File: src/rtl/pc_unit.sv
// Program-counter unit: holds the fetch PC and picks the next one from sequential step,
// branch, trap entry (direct/vectored) or mret, with a one-entry redirect buffer for stalls.
module pc_unit #(
  parameter int unsigned     XLEN         = 32,
  parameter logic [XLEN-1:0] RESET_VECTOR = '0,
  parameter int unsigned     IALIGN       = 32
) (
  input  logic            clk,
  input  logic            rst,
  input  logic            stall,
  input  logic            instr_len16,
  input  logic            br_taken,
  input  logic [XLEN-1:0] br_target,
  input  logic            trap_req,
  input  logic            trap_is_irq,
  input  logic [4:0]      trap_cause,
  input  logic [XLEN-1:0] mtvec,
  input  logic            mret_req,
  input  logic [XLEN-1:0] mepc,
  output logic [XLEN-1:0] pc_out,
  output logic            pc_valid,
  output logic            misalign_exc,
  output logic [XLEN-1:0] misalign_addr,
  output logic            redirect_pending
);

  typedef enum logic [1:0] {StBoot, StRun, StHeld} state_e;

  // Buffered-request priority; zero means no request
  localparam logic [1:0] PrioNone = 2'd0;
  localparam logic [1:0] PrioBr   = 2'd1;
  localparam logic [1:0] PrioMret = 2'd2;
  localparam logic [1:0] PrioTrap = 2'd3;

  state_e            state_q, state_d;
  logic [XLEN-1:0]   pc_q, pc_d;
  logic              valid_q, valid_d;
  logic              exc_q, exc_d;
  logic [XLEN-1:0]   exc_addr_q, exc_addr_d;
  logic              pending_q, pending_d;
  logic [XLEN-1:0]   buf_tgt_q, buf_tgt_d;
  logic [1:0]        buf_prio_q, buf_prio_d;

  logic [XLEN-1:0]   trap_base, trap_tgt, mret_tgt, br_tgt, seq_tgt;
  logic              br_mis, br_mis_win;
  logic [1:0]        req_prio;
  logic [XLEN-1:0]   req_tgt;

  always_comb begin
    trap_base = {mtvec[XLEN-1:2], 2'b00};
    if (mtvec[1:0] == 2'b01 && trap_is_irq) begin
      trap_tgt = trap_base + {{(XLEN-7){1'b0}}, trap_cause, 2'b00};
    end else begin
      trap_tgt = trap_base;
    end
    mret_tgt = (IALIGN == 32) ? {mepc[XLEN-1:2], 2'b00} : {mepc[XLEN-1:1], 1'b0};
    br_tgt   = {br_target[XLEN-1:1], 1'b0};
    br_mis   = (IALIGN == 32) && br_target[1];
    seq_tgt  = pc_q + ((IALIGN == 16 && instr_len16) ? {{(XLEN-3){1'b0}}, 3'd2}
                                                     : {{(XLEN-3){1'b0}}, 3'd4});
    br_mis_win = br_taken && br_mis && !trap_req && !mret_req;

    // Winning redirect request; a misaligned branch never becomes a redirect
    if (trap_req) begin
      req_prio = PrioTrap;
      req_tgt  = trap_tgt;
    end else if (mret_req) begin
      req_prio = PrioMret;
      req_tgt  = mret_tgt;
    end else if (br_taken && !br_mis) begin
      req_prio = PrioBr;
      req_tgt  = br_tgt;
    end else begin
      req_prio = PrioNone;
      req_tgt  = '0;
    end
  end

  always_comb begin
    state_d    = state_q;
    pc_d       = pc_q;
    exc_d      = 1'b0;
    exc_addr_d = exc_addr_q;
    buf_tgt_d  = buf_tgt_q;
    buf_prio_d = buf_prio_q;

    case (state_q)
      StBoot: state_d = StRun;
      StRun: begin
        if (br_mis_win) begin
          exc_d      = 1'b1;
          exc_addr_d = br_target;
        end else if (stall) begin
          if (req_prio != PrioNone) begin
            buf_tgt_d  = req_tgt;
            buf_prio_d = req_prio;
            state_d    = StHeld;
          end
        end else if (req_prio != PrioNone) begin
          pc_d = req_tgt;
        end else begin
          pc_d = seq_tgt;
        end
      end
      StHeld: begin
        if (stall) begin
          if (req_prio > buf_prio_q) begin
            buf_tgt_d  = req_tgt;
            buf_prio_d = req_prio;
          end
        end else begin
          pc_d       = trap_req ? trap_tgt : buf_tgt_q;
          buf_prio_d = PrioNone;
          state_d    = StRun;
        end
      end
      default: state_d = StBoot;
    endcase

    valid_d   = (state_d != StBoot);
    pending_d = (state_d == StHeld);
  end

  always_ff @(posedge clk) begin
    if (rst) begin
      state_q    <= StBoot;
      pc_q       <= RESET_VECTOR;
      valid_q    <= 1'b0;
      exc_q      <= 1'b0;
      exc_addr_q <= '0;
      pending_q  <= 1'b0;
      buf_tgt_q  <= '0;
      buf_prio_q <= PrioNone;
    end else begin
      state_q    <= state_d;
      pc_q       <= pc_d;
      valid_q    <= valid_d;
      exc_q      <= exc_d;
      exc_addr_q <= exc_addr_d;
      pending_q  <= pending_d;
      buf_tgt_q  <= buf_tgt_d;
      buf_prio_q <= buf_prio_d;
    end
  end

  assign pc_out           = pc_q;
  assign pc_valid         = valid_q;
  assign misalign_exc     = exc_q;
  assign misalign_addr    = exc_addr_q;
  assign redirect_pending = pending_q;

endmodule

File: config.mk
export PLATFORM = sky130hd
export DESIGN_NAME = pc_unit
export DESIGN_NICKNAME = d
export VERILOG_FILES = /design/src/rtl/pc_unit.sv
export SDC_FILE = /design/constraint.sdc
export NUM_CORES = 1
export LEC_CHECK = 0
export BUFFER_PORTS_ARGS = -buffer_cell sky130_fd_sc_hd__buf_2
export CAP_MARGIN = 20
export CORE_ASPECT_RATIO = 0.6
export CORE_MARGIN = 2
export CORE_UTILIZATION = 40
export DETAILED_ROUTE_END_ITERATION = 10
export SETUP_SLACK_MARGIN = 0.3
export SYNTH_ARGS = -nofsm -noshare
export SYNTH_HDL_FRONTEND = slang
export SYNTH_SLANG_ARGS = --single-unit
File: constraint.sdc
create_clock -name clk -period 3.9 [get_ports clk]
set_input_delay 0.195 -clock clk [delete_from_list [all_inputs] [get_ports clk]]
set_output_delay 0.195 -clock clk [all_outputs]
set_load 0.01 [all_outputs]
Yosys cells after proc, flatten, opt, wreduce, memory -nomap -nowiden
Index checks and enable logic that the tools add are counted.

word-level totals
  word-level logic and storage cells = 72
  register bits after elaboration = 103

operators by class
  equality and inequality tests = 12
  bitwise operators = 1
  multiplexer cells = 31
  reduce and logical (&&, ||, !) cells = 17
  magnitude comparators = 1
  $add $sub $neg = 2

operator list
  operator               count
  $mux 32                14
  $pmux 32 s2            2
  $add 32x3->32 const B  1
  $add 32x7->32          1
  $mux 2                 11
  $ne 2x2->1 const B     7
  $pmux 2 s3             1
  $reduce_and 6->1       1
  $reduce_bool 2->1      3
  $logic_and 1x1->1      5
  $reduce_and 5->1       1
  $eq 2x1->1 const B     2
  $eq 2x2->1 const B     2
  $pmux 2 s2             1
  $reduce_and 4->1       1
  $logic_not 1->1        3
  $ne 3x3->1 const B     1
  $gt 2x2->1             1
  $logic_not 2->1        1
  $mux 1                 2
  $reduce_and 2->1       1
  $reduce_or 2->1        1
  $not 1->1              1

Depth between registers and ports, before layout
Gate-level depths: netlist of the first run.

  depth after elaboration = 11
  mapped depth = 13
  gate-level depth less buffers = 9

Worst setup path before layout of the first run
OpenSTA, ideal clock, no wires.

  path kind = input port to flip-flop
  from = input port trap_req
  to = register buf_tgt_q[11]
  data required time = 3.830 ns
  stages = 12
  slack = 1.341 ns
  arrival = 2.488 ns
  library setup time = 0.070 ns
  cell sequence = buf_2 -> buf_2 -> buf_1 -> clkbuf_1 -> nor2_1 -> ha_1 -> nand2_1 -> o211ai_1 -> a221o_1 -> buf_2 -> a211o_1 -> a21oi_1

between the ends
  longest elaborated chain between the ends = 5

ends and longest elaborated chain
  item                                                line  source
  from (decl)                                         14    input logic trap_req,
  branches (longest 5 deep; another with $gt 2x2->1)  -
  to (signal assigned)                                141   buf_tgt_q <= buf_tgt_d;
  to (decl)                                           41    logic [XLEN-1:0] buf_tgt_q, buf_tgt_d;

Several ways; the timed one is not identified. The select of a mux whose other input is x is not followed.
A chain may end at the register's enable or synchronous reset.

Worst setup path after layout of the first run
  from = input port trap_cause[0]
  to = register pc_q[26], in the netlist pc_out[26]

between the ends
  longest elaborated chain between the ends = 7

ends and longest elaborated chain
  item                  line  source
  from (decl)           16    input logic [4:0] trap_cause,
  $add 32x7->32 (*)     52    trap_tgt = trap_base + {{(XLEN-7){1'b0}}, trap_cause, 2'b00};
  $mux 32 (*)           51    if (mtvec[1:0] == 2'b01 && trap_is_irq) begin
  $mux 32               64    if (trap_req) begin
  $mux 32               99    end else if (req_prio != PrioNone) begin
  $mux 32               93    end else if (stall) begin
  $mux 32               90    if (br_mis_win) begin
  $pmux 32 s2 (*)       87    case (state_q)
  to (signal assigned)  136   pc_q <= pc_d;
  to (decl)             36    logic [XLEN-1:0] pc_q, pc_d;

Mark *: on every way between the ends. The rest lies on a longest branch, timed or not. The select of a mux whose other input is x is not followed.

==> summary.md, run 1 <==
| Metric | Value |
|---|---|
| Worst hold path type | `in -> reg` |
| Share of layout cells above drive strength 1 | `22.43%` |
| Port bufs | `roughly 170` |
| Most common cell after layout, fill and taps aside | `buf_2` |
| Tmin final | `2.771 ns` |
| CTS clk-pin slew, worst paths | `0.08 ns` |
| Final TNS setup | `0 ns` |
| I/O Pins | `176` |
| H-tree levels | `3` |
| First-pass GRT wire length | `36.94 mm` |
| Syn-to-layout area delta | `19.14%` |
| Syn_nets | `994` |
| Placer Congestion | `0.9254` |
| Cell with the largest stage delay on the worst path | `o21ba_1` |
| Switch share | `between 30% and 40%` |
| Iter 0 DRT Violations | `between 800 and 900` |
| Commonest non-fill, non-tap cells in the layout | `171 x buf_2, 141 x nand2_1, 101 x dfxtp_1` |
| # hold bufs at CTS | `0` |
| Crit path max fanout | `17` |
| Post-Route Hold Slack | `between 0.08 and 0.09 ns` |
| CP max stage delay | `slightly below 0.7 ns` |
| ANT nets after route | `0` |
| Yosys top cell by area | `dfxtp_1` |
| Combinational share of power | `25.8%` |
| Setup CP Type | `in -> reg` |
| Asr flop ratio synth | `0%` |
| Post-DR vias/cell | `roughly 6` |
| Post-CTS Resized | `0` |
| Reg power frac | `a little over two fifths` |
| Register area share after synthesis | `between 30% and 40%` |
| Die W | `169.5 um` |
| CP Launch Type | `primary input` |
| Final worst-path cycle share | `71.05%` |
| Synth warn | `0` |
| Number of flops mapped to enable cells by yosys | `0` |
| Final Skew | `0.01000 ns` |
| Initial antenna violation count | `0` |
| Die Y | `103.3 um` |
| NetSw | `991.9 uW` |
| # rows | `36` |
| Layout fillers | `1639` |
| Core Box Area | `0.01617 mm^2` |
| Dpl hpwl | `18.64 mm` |
| Die area | `0.01750 mm^2` |
| Max Fclk | `360.9 MHz` |
| Clk_lat worst skew | `0.36 ns` |
| Layout Nets | `1129` |
| WP data required | `4.14 ns` |
| Post-Syn Area | `approximately 0.0066 mm^2` |
| Total grt overflow | `0` |
| Most area-consuming cells after synthesis | `dfxtp_1 31%, nand2_1 8.1%, a21oi_1 6.3%` |
| Clk pwr share | `31.5%` |
| Gr usage total | `between 20 and 30%` |
| CTS tree | `built` |
| Yosys cell types | `79` |
| Drt wl/cell | `around 20 um` |
| Gate Count Post-Synth | `approximately 870` |
| Vias in the first global route | `about 6400` |
| Postcts setup bufs | `0` |
| Bufs on Longest Clock Path | `2` |
| Fin. max-slew vios | `0` |
| Internal power | `1.850 mW` |
| Seq cells post-synth | `101` |
| Post-synth top flop | `dfxtp_1` |
| Final hold vios | `0` |
| Initial core utilization | `between 40% and 50%` |
| Top cell type's share of synthesized area | `a little under a third` |
| CP endpoint kind | `flip-flop` |
| Pwr/cell area | `363.0 mW/mm^2` |
| CP arrival | `3.01 ns` |
| DRC violations left | `0` |
| Status | `finished clean` |
| RSZ-0062 raised after global routing | `no` |
| DRT Pass-1 Iters | `5` |
| Rel. slew slack | `between 30% and 40%` |
| Worst slew pin tran | `0.9200 ns` |
| Post-Route WL | `24.76 mm` |
| P_leak | `3.141 nW` |
| Via count | `~7300` |
| Largest net degree at the start of global routing | `54` |
| Worst VDD drop | `approximately 0.00025 V` |
| # clock sinks | `between 100 and 150` |
| Finish-stage setup viols | `0` |
| Total CTS buffers | `9` |
| Crit path cell chain | `buf_2, ha_1, fa_1, a211oi_1, o21ba_1, nor4_2, xnor2_1, a21oi_1, o41a_1` |
| Syn_area_per_cell | `around 7.5 um^2` |
| CTS root buffer | `clkbuf_16` |
| # diodes | `0` |
| Max-cap violation count | `0` |
-- cells in the mapped netlist (4+ instances only) --
master and n:
a211oi_1 15, a21o_1 8, a21oi_1 83, a221o_1 5, a221oi_1 20, a22o_1 5, a22oi_1 12, a311oi_1 6
a31oi_1 16, and2_1 9, and3_1 16, and4_1 11, buf_1 4, buf_2 15, clkbuf_1 41, dfxtp_1 101
ha_1 12, inv_1 14, nand2_1 141, nand2b_1 6, nand3_1 36, nand3b_1 4, nand4_1 15, nor2_1 56
nor2b_1 6, nor3_1 16, nor4_1 14, o211ai_1 7, o21a_1 6, o21ai_0 52, o22ai_1 7, o31a_1 7
o31ai_1 6, or3_1 4, xnor2_1 15, xor2_1 10
-- cell type report --
class,instances,area (um^2),share of cell area (%)
Tap cell,209,261.5,3.340
Clock buffer,10,239.0,3.053
Clock inverter,6,46.29,0.5913
Inverter,17,63.81,0.8151
Multi-Input combinational cell,689,4205,53.72
Timing Repair Buffer,189,991.0,12.66
Sequential cell,101,2022,25.83
-- through the flow --
| step | setup WS, ns | util [%] | std cells | cell area [um^2] | total power, mW |
|---|---|---|---|---|---|
| finish | 1.129 | 48.41 | 1221 | 7829 | 2.842 |
| global route | 0.9393 | 48.41 | 1221 | 7829 | 2.963 |
| CTS | 1.158 | 48.41 | 1221 | 7829 | 2.837 |
| detailed placement | 0.7844 | 46.65 | 1205 | 7543 | 1.956 |
| global placement | 0.8789 | 46.65 | 1205 | 7543 | 1.950 |
| floorplan | 1.341 | - | 872 | 6571 | 1.664 |
-- state kept, by name (all words and copies together) (netlist names) --
| name | cells |
|---|---|
| buf_prio_q | 2 |
| buf_tgt_q | 31 |
| misalign_addr | 32 |
| misalign_exc | 1 |
| pc_out | 31 |
| pc_valid | 1 |
| redirect_pending | 1 |
| state_q | 2 |
-- kinds of logic after synthesis --
| kind of cell | count (synthesis) | synth area share (%) |
|---|---|---|
| simple gates | 355 | 27.70 |
| fa+ha+maj | 13 | 2.589 |
| buf+inv | 82 | 5.369 |
| flops | 101 | 30.77 |
| compound gates | 291 | 29.55 |
| xor+xnor | 25 | 3.332 |
| mux | 4 | 0.6283 |
| other cells | 1 | 0.05707 |
-- worst paths after layout --
| check | start | endpoint | slack [ns] | depth (start not counted) |
|---|---|---|---|---|
| worst max-delay path | trap_cause[0] | pc_out[26]$_SDFFE_PP0P_ | 1.13 | 9 |
| worst max register to register | state_q[0]$_SDFF_PP0_ | pc_out[28]$_SDFFE_PP0P_ | 1.22 | 8 |
| worst min-delay path | br_target[0] | misalign_addr[0]$_SDFFE_PP0P_ | 0.08 | 3 |
| worst min register to register | misalign_addr[25]$_SDFFE_PP0P_ | misalign_addr[25]$_SDFFE_PP0P_ | 0.45 | 2 |
-- metal layers --
| layer | vias to the layer above | track usage, % | wire [um] |
|---|---|---|---|
| met2 | 347 | 39.12 | 10270 |
| li1 | 3522 | - | - |
| met3 | 25 | 6.355 | 2345 |
| met1 | 3448 | 41.40 | 11810 |
| met5 | - | 0 | 0 |
| met4 | 0 | 5.851 | 328 |
-- worst max-delay path, delay by kind of cell --
| kind | cells | cell delay, ns |
|---|---|---|
| adder cells (fa/ha/maj) | 2 | 0.67 |
| XOR/XNOR | 1 | 0.36 |
| buffers and inverters | 1 | 0.10 |
| AO/OA/AOI/OAI | 4 | 1.53 |
| AND/OR/NAND/NOR | 1 | 0.14 |
-- power groups by stage --
stage	Sequential, mW	Clock [mW]	Combinational, mW
after floorplan	1.23	0	0.429
after global placement	1.24	0	0.714
after detailed placement	1.24	0	0.720
after CTS	1.21	0.901	0.723
after global routing	1.23	0.938	0.797
final	1.21	0.894	0.734
No activity file was read; power rests on OpenSTA's default activity.
==> inputs of run 2 (changes only) <==
--- a/config.mk
+++ b/config.mk
@@ -11,6 +11,7 @@
 export CORE_MARGIN = 2
 export CORE_UTILIZATION = 40
 export DETAILED_ROUTE_END_ITERATION = 10
+export PLACE_DENSITY = 0.66
 export SETUP_SLACK_MARGIN = 0.3
 export SYNTH_ARGS = -nofsm -noshare
 export SYNTH_HDL_FRONTEND = slang
==> constraint.sdc (replaced) <==
create_clock -name clk -period 2.3 [get_ports clk]
set_input_delay 0.115 -clock clk [delete_from_list [all_inputs] [get_ports clk]]
set_output_delay 0.115 -clock clk [all_outputs]
set_load 0.01 [all_outputs]
==> summary.md, run 2 (same netlist as run 1, synthesis figures left out) <==
| Metric | Value |
|---|---|
| I/O Pins | `176 (unchanged)` |
| Gr usage total | `28.79% (+1.5 points)` |
| # rows | `36 (unchanged)` |
| Via count | `7905 (+7.7%)` |
| Share of layout cells above drive strength 1 | `33.64% (+11 points)` |
| Die W | `169.5 um (unchanged)` |
| Crit path max fanout | `7 (-10)` |
| CP endpoint kind | `flip-flop` |
| Critical path depth | `8 (-1)` |
| Final Skew | `0.01219 ns (+0.002189 ns)` |
| Non-Filler Instances | `1299 (+6.4%)` |
| Dpl cell area | `0.008044 mm^2 (+6.6%)` |
| Post-Route WL | `26.58 mm (+7.4%)` |
| Core Box Area | `0.01617 mm^2 (unchanged)` |
| Most common cell after layout, fill and taps aside | `buf_2` |
| Port bufs | `171 (unchanged)` |
| Worst VDD drop | `0.0003408 V (+36%)` |
| Total grt overflow | `0 (unchanged)` |
| Final hold vios | `0 (unchanged)` |
| P_leak | `3.659 nW (+16%)` |
| Tmin final | `2.027 ns` |
| Initial core utilization | `40.64% (unchanged)` |
| Hold path start | `br_target[8]` |
| Worst R2R Start | `buf_prio_q[1]$_SDFFE_PP0P_` |
| CP Launch Type | `flip-flop` |
| Design area | `0.008935 mm^2 (+14%)` |
| Iter 0 DRT Violations | `948 (+10%)` |
| Setup CP Type | `reg -> reg` |
| H-tree levels | `3 (unchanged)` |
| Max Fclk | `493.4 MHz` |
| First-pass GRT wire length | `39.01 mm (+5.6%)` |
| Placed Cells | `1257 (+4.3%)` |
| RSZ-0062 raised after global routing | `yes` |
| Crit path cell chain | `inv_2, ha_4, nor2b_4, o211ai_1, a221o_2, buf_12, or3_4, a21oi_2` |
| Rel. slew slack | `51.74% (+13 points)` |
| Commonest non-fill, non-tap cells in the layout | `172 x buf_2, 140 x nand2_1, 90 x dfxtp_1` |
| Vias in the first global route | `6741 (+6.1%)` |
| # clock sinks | `101 (unchanged)` |
| Initial antenna violation count | `3 (+3)` |
| DRC violations left | `0 (unchanged)` |
| Final TNS setup | `0 ns (unchanged)` |
| Syn-to-layout area delta | `35.97%` |
| Drt wl/cell | `20.46 um (+0.93%)` |
| Max reg flops | `32 (unchanged)` |
| Cell with the largest stage delay on the worst path | `a221o_2` |
| CP Launch Point | `buf_prio_q[1]$_SDFFE_PP0P_` |
| Total CTS buffers | `9 (unchanged)` |
| DRT Pass-1 Iters | `5 (unchanged)` |
| Die Y | `103.3 um (unchanged)` |
| Layout Nets | `1205 (+6.7%)` |
| WP buf/inv | `2 (+1)` |
| ANT nets after route | `0 (unchanged)` |
| Final worst-path cycle share | `88.12%` |
| Die area | `0.01750 mm^2 (unchanged)` |
| Worst hold path type | `in -> reg` |
| Status | `finished clean` |
| CTS clk-pin slew, worst paths | `0.08 ns (about the same)` |
| Largest net degree at the start of global routing | `79 (+46%)` |
| CP top delay family | `compound AO/OA/AOI/OAI gates` |
| Max-cap violation count | `0 (unchanged)` |
| Fin. max-slew vios | `0 (unchanged)` |
| CP max stage delay | `0.46 ns (-0.23 ns)` |
| WP data required | `2.59 ns (-1.55 ns)` |
| Post-DR vias/cell | `6.085 (+1.2%)` |
| CTS tree | `built` |
| Layout fillers | `1564 (-4.6%)` |
| CP arrival | `2.31 ns (-0.70 ns)` |
| R2r setup slk | `0.27 ns (-0.95 ns)` |
| Finish-stage setup viols | `0 (unchanged)` |
| Dpl hpwl | `19.46 mm (+4.4%)` |
| Worst slew pin tran | `0.7239 ns (-0.1961 ns)` |
| R2R cell count | `8 (unchanged)` |
| Hold Crit Depth | `3 (unchanged)` |
| CTS root buffer | `clkbuf_16` |
| Pwr/cell area | `596.8 mW/mm^2 (+64%)` |
| Bufs on Longest Clock Path | `2 (unchanged)` |
| Placer Congestion | `0.9522 (+2.9%)` |
| Clk_lat worst skew | `0.35 ns (about the same)` |
## run 2: through the flow
step           hold slack (ns)  total power [mW]  util [%]  worst slack (ns)
2_1_floorplan           0.2510             2.846         -            0.2242
3_3_place_gp            0.3625             3.454     49.74           0.06024
3_5_place_dp            0.3681             3.472     49.74           0.02293
4_1_cts              0.0003137             5.191     53.16            0.2229
5_1_grt               0.004096             5.558     55.22            0.2105
6_report              0.004556             5.332     55.25            0.2732
## run 2: final cells by class
cell class | instances | area, um^2 | share of cell area (%)
repair buffers | 265 | 1739 | 19.47
flip-flops and latches | 101 | 2038 | 22.81
multi-input cells | 689 | 4527 | 50.67
diodes | 2 | 5.005 | 0.05601
clock buffers | 10 | 229.0 | 2.563
well taps | 209 | 261.5 | 2.927
clock inverters | 6 | 71.32 | 0.7982
inverters | 17 | 63.81 | 0.7142
## run 2: worst reg2reg max path, delay by kind of cell (launching register included)
| family | cells | cell delay, ns |
|---|---|---|
| flip-flops | 1 | 0.34 |
| AND/OR/NAND/NOR | 2 | 0.46 |
| buffers and inverters | 2 | 0.21 |
| adder cells (fa/ha/maj) | 1 | 0.26 |
| AO/OA/AOI/OAI | 3 | 0.70 |
## run 2: worst paths after layout
check	end
min reg2reg	misalign_addr[30]$_SDFFE_PP0P_
max	buf_tgt_q[28]$_SDFFE_PP0P_
max reg2reg	buf_tgt_q[28]$_SDFFE_PP0P_
min	misalign_addr[8]$_SDFFE_PP0P_
## run 2: power by group
| part | internal [mW] | total, mW | switching, mW | leakage (nW) |
|---|---|---|---|---|
| clock | 0.859 | 1.62 | 0.758 | 0.145 |
| combinational | 0.731 | 1.68 | 0.950 | 2.69 |
| sequential | 1.90 | 2.03 | 0.130 | 0.829 |
## run 2: what timing repair did
| item | CTS | global route |
|---|---|---|
| setup buffers | 8 | 11 |
| resized for setup | 34 | 57 |
| cloned | 2 | 2 |
| endpoints found under the hold margin | 1 | 0 |
| hold buffers | 1 | 0 |
| pin swaps | 14 | 26 |
| setup endpoints to repair | 26 | 44 |
## run 2: routing by layer
metal  global-route usage (%)  share of wire, %  vias up
li1                         -                 -     3679
met1                    42.09                44     3737
met2                    44.02                43      456
met3                    5.974                12       31
met4                    5.588               1.3        2
met5                        0             0.045        -
==> inputs of run 3 (changes only) <==
--- a/config.mk
+++ b/config.mk
@@ -12,7 +12,7 @@
 export CORE_UTILIZATION = 40
 export DETAILED_ROUTE_END_ITERATION = 10
 export PLACE_DENSITY = 0.66
-export SETUP_SLACK_MARGIN = 0.3
+export SETUP_SLACK_MARGIN = 0.1
 export SYNTH_ARGS = -nofsm -noshare
 export SYNTH_HDL_FRONTEND = slang
 export SYNTH_SLANG_ARGS = --single-unit
==> summary.md, run 3 (same netlist as run 1, synthesis figures left out) <==
| Metric | Value |
|---|---|
| CTS clk-pin slew, worst paths | `0.07 ns (about the same)` |
| Vias in the first global route | `6623 (-1.8%)` |
| Die W | `169.5 um (unchanged)` |
| Fin. max-slew vios | `0 (unchanged)` |
| Pwr/cell area | `620.2 mW/mm^2 (+3.9%)` |
| Die Y | `103.3 um (unchanged)` |
| Post-DR vias/cell | `6.071 (-0.24%)` |
| Largest net degree at the start of global routing | `51 (-35%)` |
| Overall power | `5.344 mW (+0.23%)` |
| CP endpoint kind | `flip-flop` |
| Gr usage total | `27.94% (-0.85 points)` |
| Commonest non-fill, non-tap cells in the layout | `171 x buf_2, 139 x nand2_1, 99 x dfxtp_1` |
| Total grt overflow | `0 (unchanged)` |
| Share of layout cells above drive strength 1 | `29.14% (-4.5 points)` |
| Pre-CTS setup slack | `-0.1290 ns (-0.1519 ns)` |
| Core Box Area | `0.01617 mm^2 (unchanged)` |
| Die area | `0.01750 mm^2 (unchanged)` |
| # hold bufs at CTS | `0 (-1)` |
| CTS root buffer | `clkbuf_16` |
| Port bufs | `171 (unchanged)` |
| Max-cap violation count | `0 (unchanged)` |
| Layout fillers | `1579 (+0.96%)` |
| Reg power frac | `37.8% (-0.3 points)` |
| DRC violations left | `0 (unchanged)` |
| Combinational share of power | `28.5% (-3.0 points)` |
| Placer Congestion | `0.9859 (+3.5%)` |
| Worst hold endpoint | `misalign_addr[16]$_SDFFE_PP0P_` |
| Clk pwr share | `33.7% (+3.4 points)` |
| Drt wl/cell | `19.96 um (-2.4%)` |
| # clock sinks | `101 (unchanged)` |
| CTS tree | `built` |
| Setup CP Type | `reg -> reg` |
| WP data required | `2.54 ns (-0.05 ns)` |
| Most common cell after layout, fill and taps aside | `buf_2` |
| R2R cell count | `9 (+1)` |
| DRT Pass-1 Iters | `5 (unchanged)` |
| Total CTS buffers | `9 (unchanged)` |
| P_leak | `3.577 nW (-2.2%)` |
| Final worst-path cycle share | `94.62% (+6.5 points)` |
| ANT nets after route | `0 (unchanged)` |
| Dpl hpwl | `19.51 mm (+0.23%)` |
| Crit path max fanout | `19 (+12)` |
| CP Launch Type | `flip-flop` |
| Status | `finished clean` |
| Dpl cell area | `0.008109 mm^2 (+0.81%)` |
| Worst r2r dst | `pc_out[26]$_SDFFE_PP0P_` |
| H-tree levels | `3 (unchanged)` |
| Hold path start | `br_target[16]` |
| Final Skew | `0.008006 ns (-0.004187 ns)` |
| Hold Crit Depth | `3 (unchanged)` |
| Iter 0 DRT Violations | `919 (-3.1%)` |
| Internal power | `3.604 mW (+3.1%)` |
| Worst VDD drop | `0.0003440 V (+0.95%)` |
| Max Fclk | `459.5 MHz (-6.9%)` |
| I/O Pins | `176 (unchanged)` |
| Initial antenna violation count | `2 (-1)` |
| Switch share | `32.57% (-1.9 points)` |
| Syn-to-layout area delta | `31.13%` |
| Final WS setup | `0.1237 ns (-0.1495 ns)` |
| NetSw | `1.740 mW (-5.3%)` |
| # rows | `36 (unchanged)` |
| Worst R2R Start | `state_q[0]$_SDFF_PP0_` |
| Tmin final | `2.176 ns (+0.1495 ns)` |
| RSZ-0062 raised after global routing | `yes` |
| Initial core utilization | `40.64% (unchanged)` |
| Final hold vios | `0 (unchanged)` |
| Via count | `7892 (-0.16%)` |
| R2r setup slk | `0.12 ns (-0.15 ns)` |
| Max reg flops | `32 (unchanged)` |
| Clk_lat worst skew | `0.35 ns (about the same)` |
| Worst slew pin tran | `0.6571 ns (-0.06679 ns)` |
| Post-Route WL | `25.95 mm (-2.4%)` |
| Finish-stage setup viols | `0 (unchanged)` |
| Design area | `0.008617 mm^2 (-3.6%)` |
| Rel. slew slack | `56.20% (+4.5 points)` |
| CP arrival | `2.41 ns (+0.10 ns)` |
| Layout Nets | `1205 (unchanged)` |
| First-pass GRT wire length | `37.67 mm (-3.4%)` |
| Worst hold path type | `in -> reg` |
| Bufs on Longest Clock Path | `2 (unchanged)` |
| Final TNS setup | `0 ns (unchanged)` |
run 3: cell types whose count changed in the layout (fill, tap and decap cells not counted), moves of 3 or more:
cell and delta:
nor2_1 +5, dfxtp_1 +9, o21ai_0 +4, nand3_1 +5, dfxtp_2 -8, nor2_4 -4, buf_6 -9, o21ai_1 -3
a211oi_1 +4, nand3_2 -4, buf_4 +13, a211oi_2 -4
run 3: final cells by class:
| class | count | area (um^2) | share of cell area [%] |
|---|---|---|---|
| inverter | 17 | 63.81 | 0.7405 |
| clock buffer | 11 | 232.7 | 2.701 |
| timing repair buffer | 265 | 1645 | 19.09 |
| multi-input combinational | 689 | 4275 | 49.62 |
| antenna | 3 | 7.507 | 0.08712 |
| clock inverter | 5 | 106.4 | 1.234 |
| sequential | 101 | 2024 | 23.49 |
| tap | 209 | 261.5 | 3.035 |
run 3: metal layers:
layer	vias up	wire length, um	GRT usage, %
met3	55	2828	6.279
met1	3703	11720	41.24
met4	0	641	9.073
met5	-	0	0
met2	460	10760	40.06
li1	3674	-	-
run 3: stage by stage:
| stage | cells | util, % | hold slack [ns] |
|---|---|---|---|
| after global routing | 1298 | 53.26 | 0.009418 |
| after floorplan | 872 | - | 0.2510 |
| after CTS | 1288 | 52.32 | 0.004119 |
| final | 1300 | 53.29 | 0.002929 |
| after global placement | 1272 | 50.15 | 0.3698 |
| after detailed placement | 1272 | 50.15 | 0.3733 |
run 3: power groups by stage:
stage          Clock, mW  Combinational [mW]  Sequential, mW
4_1_cts             1.81                1.43            2.01
2_1_floorplan          0               0.731            2.09
6_report            1.80                1.52            2.02
3_5_place_dp           0                1.42            2.05
3_3_place_gp           0                1.41            2.05
5_1_grt             1.88                1.64            2.04
run 3: worst max path at each step:
stage / slack, ns / from / cells past startpoint / end
floorplan: 0.11 / trap_req / 12 / buf_tgt_q[11]$_SDFFE_PP0P_
global placement: -0.12 / mtvec[5] / 9 / pc_out[19]$_SDFFE_PP0P_
detailed placement: -0.13 / mtvec[5] / 9 / pc_out[19]$_SDFFE_PP0P_
CTS: 0.12 / state_q[1]$_SDFF_PP0_ / 7 / pc_out[7]$_SDFFE_PP0P_
global route: 0.04 / state_q[0]$_SDFF_PP0_ / 10 / pc_out[29]$_SDFFE_PP0P_
finish: 0.12 / state_q[0]$_SDFF_PP0_ / 9 / pc_out[26]$_SDFFE_PP0P_
run 3: worst max-delay path, cell delays in order (launching register included):
cell      delay (ns)
dfxtp_2         0.34
inv_1           0.11
ha_2            0.30
buf_12          0.19
inv_1           0.14
buf_4           0.19
buf_4           0.17
nor4_1          0.33
a221oi_1        0.14
o41a_1          0.14
run 3: what timing repair did:
item,4_1_cts,5_1_grt
gates resized for setup,4,20
pin swaps,0,2
endpoints found under the setup margin,5,18
setup buffers,0,7
cloned,0,2
